--- config.mk ---
export PLATFORM = sky130hd
export DESIGN_NAME = jtag_axi_burst_if_flat
export DESIGN_NICKNAME = d
export VERILOG_FILES = /design/src/rtl/jtag_axi_burst_if_pkg.sv /design/src/rtl/jtag_axi_burst_if_if.sv /design/src/rtl/jtag_axi_burst_if_fifo.sv /design/src/rtl/jtag_axi_burst_if.sv /design/src/flat_wrapper.sv
export SDC_FILE = /design/constraint.sdc
export NUM_CORES = 1
export LEC_CHECK = 0
export ABC_AREA = 1
export CAP_MARGIN = 20
export CORE_MARGIN = 3
export CORE_UTILIZATION = 38
export CTS_BUF_LIST = sky130_fd_sc_hd__clkbuf_4
export DETAILED_ROUTE_END_ITERATION = 12
export PLACE_DENSITY = 0.87
export SKIP_LAST_GASP = 1
export SLEW_MARGIN = 20
export SYNTH_ARGS = -nofsm -noshare
export SYNTH_HDL_FRONTEND = slang
export SYNTH_SLANG_ARGS = --single-unit
--- constraint.sdc ---
create_clock -name clk -period 2.6 [get_ports clk]
set_input_delay 0.26 -clock clk [delete_from_list [all_inputs] [get_ports clk]]
set_output_delay 0.26 -clock clk [all_outputs]
set_load 0.03 [all_outputs]
--- src/rtl/jtag_axi_burst_if_pkg.sv ---
// Shared types for the JTAG->AXI burst bridge: JTAG-side request/response records,
// AXI master bundles and the AXI-to-JTAG status mapping.
package jtag_axi_burst_if_pkg;

  localparam int AXI_ID_W   = 4;
  localparam int AXI_ADDR_W = 32;
  localparam int AXI_DATA_W = 32;
  localparam int AXI_STRB_W = AXI_DATA_W / 8;

  localparam int JTAG_AXI_MAX_BURST_LEN = 16;
  localparam logic [1:0] AXI_BURST_INCR = 2'b01;

  typedef logic [AXI_DATA_W-1:0] axi_data_t;

  typedef enum logic [1:0] {
    JTAG_AXI_OKAY   = 2'd0,
    JTAG_AXI_EXOKAY = 2'd1,
    JTAG_AXI_SLVERR = 2'd2,
    JTAG_AXI_DECERR = 2'd3
  } jtag_axi_status_e;

  typedef struct packed {
    logic                  txn_type;  // 1 = write
    logic [AXI_ADDR_W-1:0] addr;
    logic [2:0]            size;
    logic [7:0]            len;       // beats-1
  } s_jtag_axi_burst_req_t;

  typedef struct packed {
    axi_data_t        data_rd;
    jtag_axi_status_e status;
    logic             last;
  } s_jtag_axi_burst_resp_t;

  typedef struct packed {
    logic [AXI_ID_W-1:0]   awid;
    logic [AXI_ADDR_W-1:0] awaddr;
    logic [7:0]            awlen;
    logic [2:0]            awsize;
    logic [1:0]            awburst;
    logic                  awvalid;
    axi_data_t             wdata;
    logic [AXI_STRB_W-1:0] wstrb;
    logic                  wlast;
    logic                  wvalid;
    logic                  bready;
    logic [AXI_ID_W-1:0]   arid;
    logic [AXI_ADDR_W-1:0] araddr;
    logic [7:0]            arlen;
    logic [2:0]            arsize;
    logic [1:0]            arburst;
    logic                  arvalid;
    logic                  rready;
  } s_axi_mosi_t;

  typedef struct packed {
    logic                awready;
    logic                wready;
    logic [AXI_ID_W-1:0] bid;
    logic [1:0]          bresp;
    logic                bvalid;
    logic                arready;
    logic [AXI_ID_W-1:0] rid;
    axi_data_t           rdata;
    logic [1:0]          rresp;
    logic                rlast;
    logic                rvalid;
  } s_axi_miso_t;

  function automatic jtag_axi_status_e map_resp(input logic [1:0] resp);
    case (resp)
      2'b00:   return JTAG_AXI_OKAY;
      2'b01:   return JTAG_AXI_EXOKAY;
      2'b10:   return JTAG_AXI_SLVERR;
      default: return JTAG_AXI_DECERR;
    endcase
  endfunction

endpackage

--- src/rtl/jtag_axi_burst_if_if.sv ---
// Bridge bus bundle: JTAG-side FIFO handshakes plus the AXI master channels.
// master = bridge core side, slave = FIFO/AXI environment side.
interface jtag_axi_burst_if_if;
  import jtag_axi_burst_if_pkg::*;

  logic                   fifo_req_empty;
  s_jtag_axi_burst_req_t  fifo_req;
  logic                   fifo_req_rd_en;
  logic                   fifo_wr_data_empty;
  axi_data_t              fifo_wr_data;
  logic                   fifo_wr_data_en;
  logic                   fifo_resp_full;
  s_jtag_axi_burst_resp_t fifo_resp;
  logic                   fifo_resp_wr_en;
  s_axi_mosi_t            jtag_axi_mosi_o;
  s_axi_miso_t            jtag_axi_miso_i;

  modport master (
    input  fifo_req_empty, fifo_req, fifo_wr_data_empty, fifo_wr_data,
           fifo_resp_full, jtag_axi_miso_i,
    output fifo_req_rd_en, fifo_wr_data_en, fifo_resp, fifo_resp_wr_en,
           jtag_axi_mosi_o
  );

  modport slave (
    output fifo_req_empty, fifo_req, fifo_wr_data_empty, fifo_wr_data,
           fifo_resp_full, jtag_axi_miso_i,
    input  fifo_req_rd_en, fifo_wr_data_en, fifo_resp, fifo_resp_wr_en,
           jtag_axi_mosi_o
  );

endinterface

--- src/rtl/jtag_axi_burst_if_fifo.sv ---
// Small first-word-fall-through FIFO used as the order tracker and the W-tracker.
// Push while full is accepted only together with a pop.
module jtag_axi_burst_if_fifo #(
  parameter int WIDTH = 8,
  parameter int DEPTH = 4
) (
  input  logic             clk,
  input  logic             rst,
  input  logic             push,
  input  logic [WIDTH-1:0] din,
  input  logic             pop,
  output logic [WIDTH-1:0] dout,
  output logic             empty,
  output logic             full
);
  localparam int AW = $clog2(DEPTH);
  localparam int CW = AW + 1;

  logic [WIDTH-1:0] mem [DEPTH];
  logic [AW-1:0]    wr_ptr;
  logic [AW-1:0]    rd_ptr;
  logic [CW-1:0]    count;
  logic             wr_ok;
  logic             rd_ok;

  assign empty = (count == '0);
  assign full  = (count == CW'(DEPTH));
  assign wr_ok = push && (!full || pop);
  assign rd_ok = pop && !empty;
  assign dout  = mem[rd_ptr];

  always_ff @(posedge clk) begin
    if (rst) begin
      wr_ptr <= '0;
      rd_ptr <= '0;
      count  <= '0;
    end else begin
      if (wr_ok) wr_ptr <= wr_ptr + 1'b1;
      if (rd_ok) rd_ptr <= rd_ptr + 1'b1;
      case ({wr_ok, rd_ok})
        2'b10:   count <= count + 1'b1;
        2'b01:   count <= count - 1'b1;
        default: ;
      endcase
    end
  end

  always_ff @(posedge clk) begin
    if (wr_ok) mem[wr_ptr] <= din;
  end

endmodule

--- src/rtl/jtag_axi_burst_if.sv ---
// JTAG->AXI master bridge core with INCR bursts, bounded outstanding transactions and
// in-order responses. Optional watchdog enabled by defining JTAG_AXI_TIMEOUT_EN.
module jtag_axi_burst_if
  import jtag_axi_burst_if_pkg::*;
#(
  parameter int AXI_MASTER_ID   = 0,
  parameter int MAX_OUTSTANDING = 4,
  parameter int MAX_BURST_LEN   = JTAG_AXI_MAX_BURST_LEN,
  parameter int TIMEOUT_CYCLES  = 4096
) (
  input  logic                               clk,
  input  logic                               ares,
  input  logic                               timeout_clr_i,
  output logic                               axi_timeout_o,
  output logic [$clog2(MAX_OUTSTANDING):0]   outstanding_o,
  jtag_axi_burst_if_if.master                bus
);
  localparam int OW = $clog2(MAX_OUTSTANDING) + 1;

  function automatic logic [7:0] clamp_len(input logic [7:0] len);
    if (int'(len) >= MAX_BURST_LEN) return 8'(MAX_BURST_LEN - 1);
    return len;
  endfunction

  s_axi_miso_t           miso;
  s_axi_mosi_t           mosi;
  s_jtag_axi_burst_req_t req;
  logic [OW-1:0] outstanding;
  logic [7:0]    len_c;
  logic [7:0]    w_beat_cnt;
  logic [7:0]    r_beat_cnt;
  logic          run;
  logic          can_issue, awvalid, arvalid, wvalid, wlast, rready, bready;
  logic          aw_hs, ar_hs, addr_hs, w_hs, r_hs, b_hs, r_exp_last, ord_pop;
  logic [8:0]    ord_head;
  logic          ord_op, ord_empty, ord_full;
  logic [7:0]    ord_len, wtrk_len;
  logic          wtrk_empty, wtrk_full;

  assign miso  = bus.jtag_axi_miso_i;
  assign req   = bus.fifo_req;
  assign run   = !ares;
  assign len_c = clamp_len(req.len);

  // Address issue: one request at a time, limited by outstanding count and tracker space.
  assign can_issue = run && !bus.fifo_req_empty && (outstanding < OW'(MAX_OUTSTANDING)) && !ord_full;
  assign awvalid   = can_issue && req.txn_type;
  assign arvalid   = can_issue && !req.txn_type;
  assign aw_hs     = awvalid && miso.awready;
  assign ar_hs     = arvalid && miso.arready;
  assign addr_hs   = aw_hs || ar_hs;

  // W beats are only offered once their AW has been handshaken into the W-tracker.
  assign wvalid = run && !wtrk_empty && !bus.fifo_wr_data_empty;
  assign wlast  = (w_beat_cnt == wtrk_len);
  assign w_hs   = wvalid && miso.wready;

  assign ord_op     = ord_head[8];
  assign ord_len    = ord_head[7:0];
  assign rready     = run && !ord_empty && !ord_op && !bus.fifo_resp_full;
  assign bready     = run && !ord_empty && ord_op && !bus.fifo_resp_full;
  assign r_hs       = miso.rvalid && rready;
  assign b_hs       = miso.bvalid && bready;
  assign r_exp_last = (r_beat_cnt == ord_len);
  assign ord_pop    = (r_hs && r_exp_last) || b_hs;

  jtag_axi_burst_if_fifo #(.WIDTH(9), .DEPTH(MAX_OUTSTANDING)) u_order_trk (
    .clk(clk), .rst(ares), .push(addr_hs), .din({req.txn_type, len_c}),
    .pop(ord_pop), .dout(ord_head), .empty(ord_empty), .full(ord_full)
  );

  jtag_axi_burst_if_fifo #(.WIDTH(8), .DEPTH(MAX_OUTSTANDING)) u_w_trk (
    .clk(clk), .rst(ares), .push(aw_hs), .din(len_c),
    .pop(w_hs && wlast), .dout(wtrk_len), .empty(wtrk_empty), .full(wtrk_full)
  );

  always_comb begin
    mosi         = '0;
    mosi.awid    = AXI_ID_W'(AXI_MASTER_ID);
    mosi.awaddr  = req.addr;
    mosi.awlen   = len_c;
    mosi.awsize  = req.size;
    mosi.awburst = AXI_BURST_INCR;
    mosi.awvalid = awvalid;
    mosi.wdata   = bus.fifo_wr_data;
    mosi.wstrb   = '1;
    mosi.wlast   = wlast;
    mosi.wvalid  = wvalid;
    mosi.bready  = bready;
    mosi.arid    = AXI_ID_W'(AXI_MASTER_ID);
    mosi.araddr  = req.addr;
    mosi.arlen   = len_c;
    mosi.arsize  = req.size;
    mosi.arburst = AXI_BURST_INCR;
    mosi.arvalid = arvalid;
    mosi.rready  = rready;
  end

  // A protocol-level rlast mismatch is reported as SLVERR; framing follows the tracker.
  always_comb begin
    bus.fifo_resp = '0;
    if (r_hs) begin
      bus.fifo_resp.data_rd = miso.rdata;
      bus.fifo_resp.status  = (miso.rlast != r_exp_last) ? JTAG_AXI_SLVERR : map_resp(miso.rresp);
      bus.fifo_resp.last    = r_exp_last;
    end else begin
      bus.fifo_resp.status  = map_resp(miso.bresp);
      bus.fifo_resp.last    = 1'b1;
    end
  end

  assign bus.jtag_axi_mosi_o = mosi;
  assign bus.fifo_req_rd_en  = addr_hs;
  assign bus.fifo_wr_data_en = w_hs;
  assign bus.fifo_resp_wr_en = r_hs || b_hs;
  assign outstanding_o       = outstanding;

  always_ff @(posedge clk) begin
    if (ares) begin
      outstanding <= '0;
      w_beat_cnt  <= '0;
      r_beat_cnt  <= '0;
    end else begin
      case ({addr_hs, ord_pop})
        2'b10:   outstanding <= outstanding + 1'b1;
        2'b01:   outstanding <= outstanding - 1'b1;
        default: ;
      endcase
      if (w_hs) w_beat_cnt <= wlast ? 8'd0 : w_beat_cnt + 8'd1;
      if (r_hs) r_beat_cnt <= r_exp_last ? 8'd0 : r_beat_cnt + 8'd1;
    end
  end

  logic unused_ok;
  assign unused_ok = ^{wtrk_full, miso.bid, miso.rid};

`ifdef JTAG_AXI_TIMEOUT_EN
  logic [31:0] wd_cnt;
  logic        any_hs;

  assign any_hs = addr_hs || w_hs || r_hs || b_hs;

  // Watchdog: counts idle cycles while work is pending; clear beats a same-cycle set.
  always_ff @(posedge clk) begin
    if (ares) begin
      wd_cnt        <= '0;
      axi_timeout_o <= 1'b0;
    end else begin
      if ((outstanding == '0) || any_hs) wd_cnt <= '0;
      else                               wd_cnt <= wd_cnt + 32'd1;
      if (timeout_clr_i)                            axi_timeout_o <= 1'b0;
      else if (wd_cnt == 32'(TIMEOUT_CYCLES - 1))   axi_timeout_o <= 1'b1;
    end
  end
`else
  logic unused_cfg;
  assign unused_cfg    = ^{timeout_clr_i, TIMEOUT_CYCLES[0]};
  assign axi_timeout_o = 1'b0;
`endif

endmodule

--- src/flat_wrapper.sv ---
// flat-port wrapper written by rule: the top's interface ports become plain ports
module jtag_axi_burst_if_flat import jtag_axi_burst_if_pkg::*;
#(
  parameter int AXI_MASTER_ID   = 0,
  parameter int MAX_OUTSTANDING = 4,
  parameter int MAX_BURST_LEN   = JTAG_AXI_MAX_BURST_LEN,
  parameter int TIMEOUT_CYCLES  = 4096
)
  (clk, ares, timeout_clr_i, axi_timeout_o, outstanding_o, bus_fifo_req_empty, bus_fifo_req, bus_fifo_wr_data_empty, bus_fifo_wr_data, bus_fifo_resp_full, bus_jtag_axi_miso_i, bus_fifo_req_rd_en, bus_fifo_wr_data_en, bus_fifo_resp, bus_fifo_resp_wr_en, bus_jtag_axi_mosi_o);
  jtag_axi_burst_if_if bus_i ();
  input  logic clk;
  input  logic ares;
  input  logic timeout_clr_i;
  output logic axi_timeout_o;
  output logic [$clog2(MAX_OUTSTANDING):0] outstanding_o;
  input wire logic [$bits(bus_i.fifo_req_empty)-1:0] bus_fifo_req_empty;
  input wire logic [$bits(bus_i.fifo_req)-1:0] bus_fifo_req;
  input wire logic [$bits(bus_i.fifo_wr_data_empty)-1:0] bus_fifo_wr_data_empty;
  input wire logic [$bits(bus_i.fifo_wr_data)-1:0] bus_fifo_wr_data;
  input wire logic [$bits(bus_i.fifo_resp_full)-1:0] bus_fifo_resp_full;
  input wire logic [$bits(bus_i.jtag_axi_miso_i)-1:0] bus_jtag_axi_miso_i;
  output wire logic [$bits(bus_i.fifo_req_rd_en)-1:0] bus_fifo_req_rd_en;
  output wire logic [$bits(bus_i.fifo_wr_data_en)-1:0] bus_fifo_wr_data_en;
  output wire logic [$bits(bus_i.fifo_resp)-1:0] bus_fifo_resp;
  output wire logic [$bits(bus_i.fifo_resp_wr_en)-1:0] bus_fifo_resp_wr_en;
  output wire logic [$bits(bus_i.jtag_axi_mosi_o)-1:0] bus_jtag_axi_mosi_o;
  assign bus_i.fifo_req_empty = bus_fifo_req_empty;
  assign bus_i.fifo_req = bus_fifo_req;
  assign bus_i.fifo_wr_data_empty = bus_fifo_wr_data_empty;
  assign bus_i.fifo_wr_data = bus_fifo_wr_data;
  assign bus_i.fifo_resp_full = bus_fifo_resp_full;
  assign bus_i.jtag_axi_miso_i = bus_jtag_axi_miso_i;
  assign bus_fifo_req_rd_en = bus_i.fifo_req_rd_en;
  assign bus_fifo_wr_data_en = bus_i.fifo_wr_data_en;
  assign bus_fifo_resp = bus_i.fifo_resp;
  assign bus_fifo_resp_wr_en = bus_i.fifo_resp_wr_en;
  assign bus_jtag_axi_mosi_o = bus_i.jtag_axi_mosi_o;
  jtag_axi_burst_if #(.AXI_MASTER_ID(AXI_MASTER_ID), .MAX_OUTSTANDING(MAX_OUTSTANDING), .MAX_BURST_LEN(MAX_BURST_LEN), .TIMEOUT_CYCLES(TIMEOUT_CYCLES)) u_core (.clk(clk), .ares(ares), .timeout_clr_i(timeout_clr_i), .axi_timeout_o(axi_timeout_o), .outstanding_o(outstanding_o), .bus(bus_i));
endmodule
==> flow_summary.ini, run 1 <==
[floorplanning]
num_rows = 46
ios = 314
start_util_pct = 38.99
core_mm2 = 0.01600
die_h_um = 134.1
die_x_um = 134.1
dieArea_mm2 = 0.01799

[place]
io_buffers = 110
dp_hpwl_um = 12320
dp_cells = 1025
place_area_mm2 = 0.006995
place.gp.congestion = 0.8711
dp_slack_ps = -193.1

[clock_tree]
h-tree-depth = 3
cts.sinks = 105
cts.clk_slew.worst_paths_ps = 190
clk_latency_ps = 480
holdBufCountCts = 0
clk_path_buf_depth = 2
cts_buffers = 9
tritoncts = done
cts_root_buf = clkbuf_4

[drt]
vias = 5193
wire_per_inst_um = 17.83
vias_per_cell = 4.927
initialDrtViolationCount = 482
wl_um = 18790
final_antenna_net_count = 0
drcViolationCount = 0
drt_pass1_iterations = 6

[min_path]
hold_class = primary input to flop

[power]
leakage_nw = 3.425
pwr-share-seq_pct = 56.8
max-vdd-ir-drop_mv = 0.2643
combPwrFrac_pct = 12.6
clkPwrFrac_pct = 30.6
swShare_pct = 25.65
p_switching_uw = 814.0
intPower_mw = 2.360
p_per_area_mw_per_mm2 = 406.4

[timing]
rsz0062_at_grt = true
clock_skew_ps = 42.02
hold_viol = 0
setup_viol = 38
timing.fmax_mhz = 356.1
fin_crit_ps = 2808
hold_slack_ps = 486.0
fin_ws_ps = -208.4
fin_crit_sh_pct = 108.0
drv_slew = 0

[grt]
grt_max_degree = 18
first_global_vias = 4641
antenna_found_initial = 1
grtUsageTotal_pct = 17.59
grt_pass1_wl_um = 24670
overflow = 0

[setup_path]
worstPathArrival_ps = 2550
crit_required_ps = 2340
end_kind = primary output
critical_path_class = flop to primary output
start_kind = flop
worst-path-max-fanout = 5

[run]
cap_violations = 0

[logic_synthesis]
synth_seq_cells = 105
avgSynthCellArea_um2 = 8.374
ys_warn_count = 0
syn_area_mm2 = 0.006238
syn_inst = 745
synth_cell_types = 34
seq_area_frac_synth_pct = 44.60

[final_layout]
finalNetCount = 980
syn_to_final_growth_pct = 25.19
final_cell_area_mm2 = 0.007810
instances_no_fill = 1054
drive_above_1_share_pct = 24.13

[status]
violations = setup timing
status = finished, violations left
==> per-layer routing <==
metal / GRT usage, % / wire (um) / up-vias
met5: 0 / 0 / -
met4: 9.615 / 1248 / 0
met3: 7.089 / 2225 / 128
met2: 28.78 / 9256 / 347
met1: 19.64 / 6060 / 2382
li1: - / - / 2336
==> flip-flops by register name, indices dropped and copies added (netlist names), 3 cells and up, named ones only <==
| name | count |
|---|---|
| u_core.outstanding_o | 3 |
| u_core.r_beat_cnt | 8 |
| u_core.u_order_trk.count | 3 |
| u_core.u_order_trk.mem | 36 |
| u_core.u_w_trk.count | 3 |
| u_core.u_w_trk.mem | 32 |
| u_core.w_beat_cnt | 8 |
==> what timing repair did <==
action | 4_1_cts | 5_1_grt
buffers inserted | 4 | 5
setup endpoints to repair | 40 | 42
gates resized for setup | 49 | 103
gates cloned | 2 | 3
pin swaps | 4 | 22
==> layout make-up <==
cell class | count | area, um2
fillers | 1363 | 8190
diodes | 1 | 2.502
well taps | 216 | 270.3
flip-flops and latches | 105 | 2791
multi-input cells | 435 | 2426
repair buffers | 174 | 1734
clock inverters | 6 | 90.09
clock buffers | 10 | 75.07
inverters | 107 | 420.4
==> power by group through the flow <==
stage	combinational [mW]	clock, mW	sequential (mW)
2_1_floorplan	0.505	0	1.84
3_3_place_gp	0.334	0	1.84
3_5_place_dp	0.343	0	1.84
4_1_cts	0.356	0.958	1.80
5_1_grt	0.430	1.04	1.81
6_report	0.401	0.971	1.80
==> synth_stat cells <==
master,instances,area share (%)
conb_1,2,0.12
nand4_1,6,0.60
nand3_4,1,0.28
buf_2,6,0.48
buf_4,138,17
dfxtp_1,37,12
nor3_1,6,0.48
edfxtp_1,68,33
nand2_4,1,0.18
nand3_1,64,5.1
or2_1,1,0.10
buf_6,4,0.72
buf_1,2,0.12
inv_4,1,0.10
fa_1,3,0.96
nor2_1,59,3.5
nand2_2,6,0.60
nor2_2,5,0.50
a211oi_1,1,0.12
buf_8,1,0.24
o21ai_0,19,1.5
a31oi_1,1,0.10
nand3b_1,5,0.60
xor2_1,8,1.1
nor3_2,1,0.16
nor4_1,3,0.30
nor3b_1,1,0.12
clkbuf_1,2,0.12
a21oi_1,24,1.9
ha_1,13,2.6
nand3_2,5,0.80
inv_2,1,0.060
inv_1,105,6.3
nand2_1,145,8.7
==> cells by family after synthesis <==
group,share of synthesized area [%]
AND/OR/NAND/NOR,22.14
buffers and inverters,24.77
flip-flops,44.60
AO/OA/AOI/OAI,3.670
adder cells (fa/ha/maj),3.570
XOR/XNOR,1.123
other,0.1204
==> through the flow <==
| stage | utilization (%) | power (mW) | TNS (ps) |
|---|---|---|---|
| after CTS | 46.13 | 3.115 | -957.6 |
| final | 48.81 | 3.174 | -4072 |
| after global placement | 43.72 | 2.171 | -191.3 |
| after floorplan | - | 2.345 | 0 |
| after detailed placement | 43.72 | 2.181 | -675.3 |
| after global routing | 48.81 | 3.276 | -7284 |
==> cells in the final DEF, fill, tap and decap left out, types with 4 or more instances in the layout <==
cell / netlist / routed
a21oi_1: 24 / 22
nand3b_1: 5 / 5
buf_4: 138 / 61
xor2_1: 8 / 8
buf_6: 4 / 33
inv_1: 105 / 101
nor2_4: 0 / 26
nand3_1: 64 / 53
nand2_1: 145 / 138
dfxtp_1: 37 / 34
nand3_2: 5 / 16
edfxtp_1: 68 / 68
clkbuf_4: 0 / 10
nand4_1: 6 / 6
o21ai_1: 0 / 4
clkdlybuf4s50_1: 0 / 69
nor2_2: 5 / 12
nor3_1: 6 / 6
ha_1: 13 / 13
conb_1: 2 / 57
nand2_2: 6 / 12
nor2_1: 59 / 26
o21ai_0: 19 / 15
==> path summary, 6_finish.rpt <==
path         cells past startpoint                        start                      endpoint  slack (ps)
max                             13                         flop              bus_fifo_resp[2]        -210
min                              1             bus_fifo_req[43]  u_core.u_order_trk.mem[3][8]         490
max reg2reg                     16                         flop   u_core.u_order_trk.count[2]        -190
min reg2reg                      2  u_core.u_order_trk.count[2]   u_core.u_order_trk.count[2]         510
==> worst max-delay path: stages (launching register included) <==
cell and delay [ps]:
dfxtp_4 480, clkbuf_16 160, nand2_1 60, nand3_1 120, nand2_1 90, nand2_1 100, nand4_1 170, nor2_4 200
buf_6 130, nand3b_1 130, nand3_1 130, o21ai_1 80, inv_1 70, buf_6 120
No activity file was read; power rests on OpenSTA's default activity.
==> inputs of run 2 (changes only) <==
--- a/config.mk
+++ b/config.mk
@@ -12,6 +12,7 @@
 export CTS_BUF_LIST = sky130_fd_sc_hd__clkbuf_4
 export DETAILED_ROUTE_END_ITERATION = 12
 export PLACE_DENSITY = 0.87
+export SETUP_SLACK_MARGIN = 0.3
 export SKIP_LAST_GASP = 1
 export SLEW_MARGIN = 20
 export SYNTH_ARGS = -nofsm -noshare
==> flow_summary.ini, run 2 (same netlist as run 1, synthesis figures left out) <==
[clock_tree]
clk_latency_ps = 500
cts.clk_slew.worst_paths_ps = 200
cts.sinks = 105
h-tree-depth = 3
tritoncts = done
clk_path_buf_depth = 2
cts_root_buf = clkbuf_4
holdBufCountCts = 0
cts_buffers = 9

[place]
dp_hpwl_um = 11060
dp_slack_ps = -73.76
place_area_mm2 = 0.006899
place.gp.congestion = 0.8067
io_buffers = 110

[timing]
drv_slew = 0
fin_crit_sh_pct = 114.7
rsz0062_at_grt = true
tns_ps = -4322
clock_skew_ps = 39.53
fin_ws_ps = -382.1
hold_viol = 0
setup_viol = 39
fin_crit_ps = 2982
timing.fmax_mhz = 335.3

[floorplanning]
start_util_pct = 38.99
die_x_um = 134.1
dieArea_mm2 = 0.01799
core_mm2 = 0.01600
die_h_um = 134.1
num_rows = 46
ios = 314

[drt]
vias_per_cell = 5.487
final_antenna_net_count = 0
drcViolationCount = 0
initialDrtViolationCount = 837
vias = 5811
wire_per_inst_um = 22.93
wl_um = 24280
drt_pass1_iterations = 8

[power]
max-vdd-ir-drop_mv = 0.2869
pwr-share-seq_pct = 58.7
clkPwrFrac_pct = 26.4
p_per_area_mw_per_mm2 = 362.0
swShare_pct = 29.19
p_switching_uw = 898.3
leakage_nw = 3.677
combPwrFrac_pct = 14.9
intPower_mw = 2.179

[final_layout]
largest_reg_flops = 36
reg.largest.list = u_core.u_order_trk.mem: 36 flops, u_core.u_w_trk.mem: 32 flops
registers.top_by_ff_count = u_core.u_order_trk.mem
drive_above_1_share_pct = 33.73
post-route-util_pct = 53.12
final_common_cell = nand2_1
syn_to_final_growth_pct = 36.24
finalNetCount = 985
final_cell_area_mm2 = 0.008499
final_cell_mix = nand2_1, inv_1, edfxtp_1

[setup_path]
cp-startpoint = u_core.u_order_trk.count[0]
worstPathArrival_ps = 3400
crit_required_ps = 3020
r2r-start = u_core.u_order_trk.count[0]
worst_path_largest_cell_delay_ps = 480
critical_path_class = flop to flop
worst-path-max-fanout = 4
worst_path_max_delay_cell = dfxtp_1
start_kind = flop
path_cells = nor3_1 -> nor3_1 -> nand2_4 -> nor2_4 -> buf_6 -> buf_12 -> nand3_4 -> nand2_4 -> ha_4 -> inv_4 -> fa_2 -> a21oi_1 -> o21ai_1 -> o21ai_1 -> a21oi_1
end_kind = flop

[grt]
antenna_found_initial = 1
grt_pass1_wl_um = 29890
use_met2_pct = 37.25
grt.met1_usage_pct = 22.41
overflow = 0
first_global_vias = 5389
busiest_layer = met2
grtUsageTotal_pct = 21.54
grt_max_degree = 21
met3_usage_pct = 6.302

[status]
violations = setup timing
status = finished, violations left

[min_path]
min-delay-start = bus_fifo_req[43]
hold_class = primary input to flop

[run]
cap_violations = 0
-- run 2: what timing repair did --
item | in CTS | in global routing
endpoints found under the setup margin | 48 | 86
gates resized for setup | 181 | 103
setup buffers | 21 | 5
gates cloned | 9 | 1
pin swaps | 47 | 38
-- run 2: power by group through the flow --
stage	combinational [mW]	sequential (mW)	clock [mW]
after floorplan	0.508	1.84	0
after global placement	0.328	1.84	0
after detailed placement	0.335	1.84	0
after CTS	0.389	1.80	0.760
after global routing	0.474	1.81	0.859
final	0.457	1.81	0.813
-- run 2: per-stage QoR --
step                      hold WS (ps)  total power, mW  instances
final                            474.8            3.077       1059
after global routing             451.4            3.141       1059
after CTS                        458.5            2.950       1052
after detailed placement         467.6            2.174       1006
after global placement           456.5            2.166       1006
after floorplan                  358.9            2.349        800
-- run 2: final cells by class --
| type | instances | area, um2 |
|---|---|---|
| repair inverters | 2 | 22.52 |
| clock buffers | 10 | 75.07 |
| multi-input cells | 435 | 2878 |
| fillers | 1199 | 7501 |
| inverters | 107 | 442.9 |
| flip-flops and latches | 105 | 2793 |
| well taps | 216 | 270.3 |
| repair buffers | 177 | 1974 |
| diodes | 1 | 2.502 |
| clock inverters | 6 | 41.29 |
-- run 2: routing by layer --
layer	vias to the layer above	share of wire [%]
met2	597	47
met5	-	0
met1	2644	31
li1	2350	-
met4	0	9.2
met3	220	12
-- run 2: final timing paths --
path / end / slack (ps) / cells past startpoint
max: u_core.u_order_trk.count[2] / -380 / 15
min: u_core.u_order_trk.mem[0][8] / 470 / 1
max reg2reg: u_core.u_order_trk.count[2] / -380 / 15
min reg2reg: u_core.outstanding_o[0] / 530 / 1
-- run 2: critical path: cells and delay by family (launching register included) --
family	cells	cell delay, ps
and+or+nand+nor	6	990
adders and majority gates	2	510
buffers and inverters	3	300
AOI/OAI and AO/OA	4	610
DFF	1	480
